--- config.mk ---
export PLATFORM = sky130hd
export DESIGN_NAME = count_event_fifo
export DESIGN_NICKNAME = d
export VERILOG_FILES = /design/src/rtl/count_event_fifo.sv
export SDC_FILE = /design/constraint.sdc
export NUM_CORES = 1
export LEC_CHECK = 0
export BUFFER_PORTS_ARGS = -buffer_cell sky130_fd_sc_hd__buf_2
export CAP_MARGIN = 0
export CORE_MARGIN = 1
export CORE_UTILIZATION = 50
export DETAILED_ROUTE_END_ITERATION = 6
export HOLD_SLACK_MARGIN = 0.1
export PLACE_DENSITY_LB_ADDON = 0.12
export REMOVE_ABC_BUFFERS = 1
export SETUP_SLACK_MARGIN = 0.4
export SLEW_MARGIN = 20
export SYNTH_ARGS = -nofsm -noshare
export SYNTH_HDL_FRONTEND = slang
export SYNTH_SLANG_ARGS = --single-unit
--- constraint.sdc ---
create_clock -name clk -period 4.9 [get_ports clk]
set_input_delay 0.245 -clock clk [delete_from_list [all_inputs] [get_ports clk]]
set_output_delay 0.245 -clock clk [all_outputs]
set_load 0.02 [all_outputs]
--- src/rtl/count_event_fifo.sv ---
// Wrap/direction-change event monitor for an up/down modulo-N counter, with a timestamped FWFT event FIFO.
// Optional build macro EVT_DROP_COUNT_EN enables the saturating dropped-event counter on drop_cnt.
module count_event_fifo #(
    parameter  int CNT_W = 4,
    parameter  int TS_W  = 12,
    parameter  int DEPTH = 4,
    localparam int AW    = $clog2(DEPTH)
) (
    input  logic              clk,
    input  logic              reset,
    input  logic [CNT_W-1:0]  count,
    input  logic [CNT_W-1:0]  N,
    input  logic              up,
    output logic              evt_valid,
    input  logic              evt_ready,
    output logic [TS_W+1:0]   evt_data,
    output logic [AW:0]       evt_level,
    output logic              overflow,
    output logic [7:0]        drop_cnt
);

    typedef enum logic [1:0] {
        EVT_NONE    = 2'b00,
        EVT_WRAP_UP = 2'b01,
        EVT_WRAP_DN = 2'b10,
        EVT_DIR     = 2'b11
    } evt_type_e;

    localparam logic [AW:0] FULL_LVL = (AW+1)'(DEPTH);

    logic [TS_W-1:0]  r_ts;
    logic [CNT_W-1:0] r_prev_count;
    logic             r_prev_up;
    logic             r_armed;
    logic [TS_W+1:0]  r_mem [DEPTH];
    logic [AW-1:0]    r_wr_ptr;
    logic [AW-1:0]    r_rd_ptr;
    logic [AW:0]      r_level;
    logic             r_overflow;

    evt_type_e        w_type;
    logic             w_push;
    logic             w_pop;
    logic             w_wr;
    logic             w_drop;
    logic             w_empty;
    logic             w_full;
    logic             w_unused;

    // Wrap detection deliberately ignores N, so a modulus change still reports jumps to/from zero.
    assign w_unused = ^N;

    always_comb begin
        w_type = EVT_NONE;
        if (r_armed) begin
            if (up != r_prev_up)
                w_type = EVT_DIR;
            else if (up && (count == '0) && (r_prev_count != '0))
                w_type = EVT_WRAP_UP;
            else if (!up && (r_prev_count == '0) && (count != '0))
                w_type = EVT_WRAP_DN;
        end
    end

    assign w_empty = (r_level == '0);
    assign w_full  = (r_level == FULL_LVL);
    assign w_push  = (w_type != EVT_NONE);
    assign w_pop   = !w_empty && evt_ready;
    assign w_wr    = w_push && (!w_full || w_pop);
    assign w_drop  = w_push && w_full && !w_pop;

    always_ff @(posedge clk or negedge reset) begin
        if (!reset) begin
            r_ts         <= '0;
            r_prev_count <= '0;
            r_prev_up    <= 1'b0;
            r_armed      <= 1'b0;
        end else begin
            r_ts         <= r_ts + TS_W'(1);
            r_prev_count <= count;
            r_prev_up    <= up;
            r_armed      <= 1'b1;
        end
    end

    always_ff @(posedge clk or negedge reset) begin
        if (!reset) begin
            r_wr_ptr   <= '0;
            r_rd_ptr   <= '0;
            r_level    <= '0;
            r_overflow <= 1'b0;
        end else begin
            if (w_wr)
                r_wr_ptr <= r_wr_ptr + AW'(1);
            if (w_pop)
                r_rd_ptr <= r_rd_ptr + AW'(1);
            case ({w_wr, w_pop})
                2'b10:   r_level <= r_level + (AW+1)'(1);
                2'b01:   r_level <= r_level - (AW+1)'(1);
                default: r_level <= r_level;
            endcase
            if (w_drop)
                r_overflow <= 1'b1;
        end
    end

    // Storage needs no reset: the output is gated to zero whenever the FIFO is empty.
    always_ff @(posedge clk) begin
        if (w_wr)
            r_mem[r_wr_ptr] <= {w_type, r_ts};
    end

    assign evt_valid = !w_empty;
    assign evt_data  = w_empty ? '0 : r_mem[r_rd_ptr];
    assign evt_level = r_level;
    assign overflow  = r_overflow;

`ifdef EVT_DROP_COUNT_EN
    logic [7:0] r_drop_cnt;

    always_ff @(posedge clk or negedge reset) begin
        if (!reset)
            r_drop_cnt <= '0;
        else if (w_drop && (r_drop_cnt != '1))
            r_drop_cnt <= r_drop_cnt + 8'd1;
    end

    assign drop_cnt = r_drop_cnt;
`else
    assign drop_cnt = '0;
`endif

endmodule

==> run metrics, run 1 <==
TritonCTS clock tree=built; Slew @ Worst Pin=0.713 ns; leakage power=1.49 nW; FMAX=306 MHz; Starting Density=0.529; crit path capture type=flop; Max Root-Sink Buffers=2; register area share after synthesis=0.679; global-route wire length before repair=9.47 mm; Post-Syn Area=3440 um^2; Core Box Area=6490 um^2; synth unique cells=43; clock latency on the worst-skew pair=0.34 ns; Detail Placement HPWL=3.63 mm; Inserted Diodes=0; Fillers=506; # placed instances=303; die height=84.9 um; worst min path class=in -> reg; Critical Path Sink=evt_level[2]; M3 GR Usage=0.0360; Vias/cell=5.52; area grow syn2layout=11.0%; asr flop ratio synth=0.317; R2R setup slack=2.14 ns; kind of critical path=in -> reg; drt wl/cell=17.8 um; number of port buffers=26; initial antenna violation count=0; Starting DRT DRC Count=219; RSZ-0062 raised after global routing=no; Initial DRT Pass Iterations=6; r2r worst-path depth=8; die area=7210 um^2; final max-slew violation count=0; maximum vdd drop=0.303 mV; Max Cap Viol=0; Mean Syn Cell Area=16.5 um^2; vias in the first global route=1784; commonest non-fill, non-tap cell in the layout=edfxtp_1; Yosys reg bits=82; io pins=39; Startpoint Class=input port; GRT met1 Usage=0.241; Layout Nets=261; total chip power=2.00 mW; failing checks=design-rule violations; GRT Util Overall=0.180; die width=84.9 um; Final period util=0.666; grt peak-use layer=met2; prevailing post-synth register cell=edfxtp_1; most frequent cells in the layout=56 x edfxtp_1, 26 x buf_2, 25 x dfrtp_1; critical path fanouts, max=10; largest net degree at the start of global routing=27; GRT met2 Usage=0.299; Root Driver=clkbuf_8; slew margin rel.=0.525; Finish-stage setup viols=0; R2R Path Start=r_prev_count[1]; count of flip-flops with a built-in enable after synthesis=56; Synth warnings=0; outcome=complete, but fails checks; layout cell share with drive strength beyond 1=0.271; CTS Buf Count=9; final antenna-violating net count=0; DRC Markers=4; via count=1787; worst reg2reg endpoint=evt_level[2]; Req. time, crit path=5.15 ns; Mapped Cells=208; grt ovf=0; Finished Layout Cells=324; FP Rows=29; fin util=0.587; number of H-tree levels=3; clock sinks=82; Final Critical Period=3.26 ns; Fin Setup TNS=0 ns; Hold Violations, Final=0; data arrival time of the worst path=3.51 ns; Cell Pwr Density=525 nW/um^2; Clock Skews=0.0125 ns; Crit. Startpoint=count[1]; post_cts resized=0; Clock Pin Slew Worst Setup and Hold Paths=0.07 ns; gpl congestion=0.754; final WL=5.78 mm
-- logic make-up (layout without fill, tap and decap cells) --
logic type               count (synthesis)  in the layout  share of synthesized area
AO/OA/AOI/OAI                           12             12                     0.0299
XOR/XNOR                                15             15                     0.0382
adder cells (fa/ha/maj)                  6              6                     0.0240
buffers and inverters                   22             54                     0.0353
flip-flops                              82             82                      0.679
multiplexers                            16             16                     0.0991
other                                    2              9                    0.00219
AND/OR/NAND/NOR                         53             53                     0.0925
-- cell type report --
cell class,instances,area (um^2),area share
Sequential cell,82,2330,0.612
Multi-Input combinational cell,111,1010,0.264
Timing Repair Buffer,32,190,0.0499
Clock buffer,10,128,0.0335
Tap cell,77,96.3,0.0253
Clock inverter,5,32.5,0.00853
Inverter,7,26.3,0.00689
-- flip-flops by register name, indices dropped and copies added, names as in the netlist --
signal,flops
evt_level,3
overflow,1
r_armed,1
r_mem,56
r_prev_count,4
r_prev_up,1
r_rd_ptr,2
r_ts,12
r_wr_ptr,2
-- report_power, final --
group	switching [mW]	internal [mW]	leakage, nW
clock network	0.221	0.180	0.0859
logic	0.346	0.307	0.562
registers	0.117	0.833	0.838
total	0.684	1.32	1.49
-- critical path, cell delays in order --
cell and delay [ns]:
dlygate4sd3_1 0.55, buf_2 0.13, or4_4 0.53, o21bai_1 0.38, and3_1 0.50, nor2_1 0.12
fa_1 0.42, nand2b_1 0.19, o31a_1 0.25, o211ai_1 0.18
-- layer usage --
metal | up-vias | part of all wire
li1 | 825 | -
met1 | 915 | 0.43
met2 | 41 | 0.53
met3 | 6 | 0.027
met4 | 0 | 0.0066
met5 | - | 0
-- synth_stat cells, types with 2 or more instances --
master | n | area (um^2)
edfxtp_1 | 56 | 1680
dfrtp_1 | 26 | 651
and2_1 | 14 | 87.6
mux4_2 | 14 | 315
xnor2_1 | 10 | 87.6
buf_4 | 8 | 60.1
inv_1 | 7 | 26.3
nand3_1 | 7 | 35.0
nand2_1 | 6 | 22.5
clkbuf_1 | 5 | 18.8
ha_1 | 5 | 62.6
xor2_1 | 5 | 43.8
and2_2 | 4 | 30.0
nor2_1 | 4 | 15.0
and3_1 | 3 | 18.8
nand4_1 | 3 | 18.8
o211ai_1 | 3 | 22.5
conb_1 | 2 | 7.51
nand2b_1 | 2 | 12.5
-- through the flow --
| step | instance area (um^2) | setup WS (ns) | hold WS (ns) |
|---|---|---|---|
| 6_report | 3810 | 1.64 | 0.276 |
| 2_1_floorplan | 3370 | 2.37 | -0.0506 |
| 5_1_grt | 3810 | 1.46 | 0.284 |
| 3_3_place_gp | 3590 | 2.11 | 0.281 |
| 4_1_cts | 3810 | 1.70 | 0.259 |
| 3_5_place_dp | 3590 | 1.93 | 0.295 |
-- repair_timing --
item                                   CTS  global route
endpoints found under the hold margin   31             0
setup buffers                            0             0
hold buffers                             6             0
-- worst min-delay path by stage --
| stage | start | to | slack, ns | depth (start not counted) |
|---|---|---|---|---|
| 2_1_floorplan | reset | evt_level[0] | -0.05 | 0 |
| 3_3_place_gp | reset | r_wr_ptr[1] | 0.28 | 1 |
| 3_5_place_dp | reset | r_wr_ptr[1] | 0.30 | 1 |
| 4_1_cts | evt_ready | r_rd_ptr[1] | 0.26 | 3 |
| 5_1_grt | evt_ready | r_rd_ptr[1] | 0.28 | 3 |
| 6_report | evt_ready | r_rd_ptr[1] | 0.28 | 3 |
(Power assumes the default switching activity.)
==> run 2, diff against run 1 <==
==> constraint.sdc (replaced) <==
create_clock -name clk -period 3.13 [get_ports clk]
set_input_delay 0.1565 -clock clk [delete_from_list [all_inputs] [get_ports clk]]
set_output_delay 0.1565 -clock clk [all_outputs]
set_load 0.02 [all_outputs]
==> run 2 against run 1 <==
Net effect:
- the flow still finishes with violations (design-rule violations)
- non-clock buffer count is 3 higher
- sequential cell count unchanged
- die area stayed put
- worst setup slack got worse by 1.1 ns
- count of clock-buffer cells in the layout stayed put
- combinational power is 64% higher
- global-route usage increased by 0.30 points
- clock skew down 0.0037 ns
- first-iteration DRC count fell by 54%
- highest routed layer unchanged
==> run metrics, run 2 (synthesized netlist as in run 1, its figures left out) <==
outcome=complete, but fails checks (unchanged); failing checks=design-rule violations (unchanged); Hold Crit Start=evt_ready (unchanged); post-CTS setup buffer count=0 (unchanged); Hold Path End=r_rd_ptr[1] (unchanged); r2r worst-path depth=7 (was 8); drt wl/cell=17.8 um (about the same); pre-CTS setup slack=0.523 ns (was 1.93 ns); largest net degree at the start of global routing=27 (unchanged); hold path cells=3 (unchanged); R2R setup slack=0.65 ns (was 2.14 ns); clock sinks=82 (unchanged); worst min path class=in -> reg (unchanged); layout cell share with drive strength beyond 1=0.283 (was 0.271); CP Buf/Inv Count=2 (unchanged); Largest Register=r_mem (unchanged); Critical Path Max Stage Delay=0.53 ns (was 0.55 ns); die height=84.9 um (unchanged); Max Root-Sink Buffers=2 (unchanged); RSZ-0062 raised after global routing=no (unchanged); Root Driver=clkbuf_8 (unchanged); Core Box Area=6490 um^2 (unchanged); Starting DRT DRC Count=101 (was 219); Detail Placement HPWL=3.72 mm (was 3.63 mm); M3 GR Usage=0.0379 (was 0.0360); die width=84.9 um (unchanged); final antenna-violating net count=0 (unchanged); R2R Path Start=r_prev_count[1] (unchanged); Req. time, crit path=3.39 ns (was 5.15 ns); crit path capture type=flop (unchanged); final setup margin=0.563 ns (was 1.64 ns); Starting Density=0.529 (unchanged); Final Critical Period=2.57 ns; worst reg2reg endpoint=evt_level[1] (was evt_level[2]); via count=1799 (was 1787); Slew @ Worst Pin=0.731 ns (was 0.713 ns); FP Rows=29 (unchanged); Hold Violations, Final=0 (unchanged); io pins=39 (unchanged); number of port buffers=26 (unchanged); Layout Nets=264 (was 261); kind of critical path=in -> reg (unchanged); slowest stage cell, crit path=dlygate4sd3_1 (unchanged); CP top delay family=simple AND/OR/NAND/NOR gates (unchanged); GRT met2 Usage=0.295 (was 0.299); final max-slew violation count=0 (unchanged); critical path fanouts, max=10 (unchanged); number of H-tree levels=3 (unchanged); gpl congestion=0.721 (was 0.754); grt peak-use layer=met2 (unchanged); Finish-stage setup viols=0 (unchanged); total chip power=3.27 mW (was 2.00 mW); slew margin rel.=0.513 (was 0.525); biggest regs=r_mem x56, r_ts x12, r_prev_count x4 (unchanged); max reg flops=56 (unchanged); clock latency on the worst-skew pair=0.34 ns (about the same); final WL=5.82 mm (was 5.78 mm); Cell Pwr Density=843 nW/um^2 (was 525 nW/um^2); global-route wire length before repair=9.60 mm (was 9.47 mm); TritonCTS clock tree=built (unchanged); GRT met1 Usage=0.241 (about the same); die area=7210 um^2 (unchanged); CTS Buf Count=9 (unchanged); Fin Setup TNS=0 ns (unchanged); Max Cap Viol=0 (unchanged); FMAX=390 MHz; Initial DRT Pass Iterations=7 (was 6); vias in the first global route=1840 (was 1784); Clock Skews=0.00887 ns (was 0.0125 ns); GRT Util Overall=0.183 (was 0.180); Vias/cell=5.48 (was 5.52); leakage power=1.51 nW (was 1.49 nW); DRC Markers=3 (was 4); grt ovf=0 (unchanged); maximum vdd drop=0.425 mV (was 0.303 mV); Startpoint Class=input port (unchanged); CP cell instances=dlygate4sd3_1 -> buf_2 -> or4_4 -> a211o_1 -> and3_4 -> nor2_1 -> fa_1 -> nor2b_1 -> nand4_1 -> o31a_1 -> o211ai_1 (was dlygate4sd3_1 -> buf_2 -> or4_4 -> o21bai_1 -> and3_1 -> nor2_1 -> fa_1 -> nand2b_1 -> o31a_1 -> o211ai_1); area grow syn2layout=12.8% (was 11.0%); Final period util=0.820; Clock Pin Slew Worst Setup and Hold Paths=0.08 ns (was 0.07 ns); Inserted Diodes=0 (unchanged); data arrival time of the worst path=2.83 ns (was 3.51 ns); commonest non-fill, non-tap cell in the layout=edfxtp_1 (unchanged); initial antenna violation count=0 (unchanged); most frequent cells in the layout=56 x edfxtp_1, 26 x dfrtp_1, 26 x buf_2 (was 56 x edfxtp_1, 26 x buf_2, 25 x dfrtp_1)
[run 2: how the worst max path moves through the flow]
stage | from | to | slack (ns) | cells after the start
final | count[2] | evt_level[2] | 0.56 | 11
after floorplan | count[1] | evt_level[2] | 0.69 | 8
after global routing | r_prev_count[1] | evt_level[1] | 0.45 | 7
after global placement | r_prev_count[1] | evt_level[1] | 0.62 | 7
after CTS | count[2] | evt_level[1] | 0.44 | 9
after detailed placement | r_prev_count[0] | evt_level[1] | 0.52 | 7
[run 2: layout make-up]
class	count	area, um^2
flip-flops and latches	82	2330
fillers	501	2620
clock inverters	6	56.3
inverters	7	26.3
repair buffers	35	213
multi-input cells	111	1010
clock buffers	10	138
well taps	77	96.3
[run 2: metrics by stage]
step,hold slack [ns],area (um^2),std cells,util
4_1_cts,0.168,3870,328,0.596
5_1_grt,0.196,3870,328,0.597
6_report,0.182,3870,328,0.597
3_3_place_gp,0.190,3620,306,0.557
2_1_floorplan,-0.139,3370,200,-
3_5_place_dp,0.208,3620,306,0.557
[run 2: where the power goes]
| group | total [mW] | switching (mW) | leakage [nW] | internal [mW] |
|---|---|---|---|---|
| Combinational | 1.07 | 0.572 | 0.576 | 0.499 |
| Sequential | 1.46 | 0.153 | 0.839 | 1.30 |
| Clock | 0.741 | 0.357 | 0.0995 | 0.383 |
| Total | 3.27 | 1.08 | 1.51 | 2.18 |
[run 2: what timing repair did]
action / in CTS / in global routing
hold endpoints to repair: 31 / 0
hold buffers: 6 / 0
endpoints found under the setup margin: 0 / 2
gates resized for setup: 0 / 2
[run 2: worst reg2reg max path, delay by kind of cell (launching register included)]
kind	cells	cell delay, ns
AOI/OAI and AO/OA	3	0.73
adders and majority gates	1	0.52
DFF	1	0.36
and+or+nand+nor	3	0.76
[run 2: metal layers]
layer  routed length [um]  up-vias
li1                     -      837
met5                    0        -
met2                 2900       36
met3                  162        8
met4                   93        0
met1                 2660      918
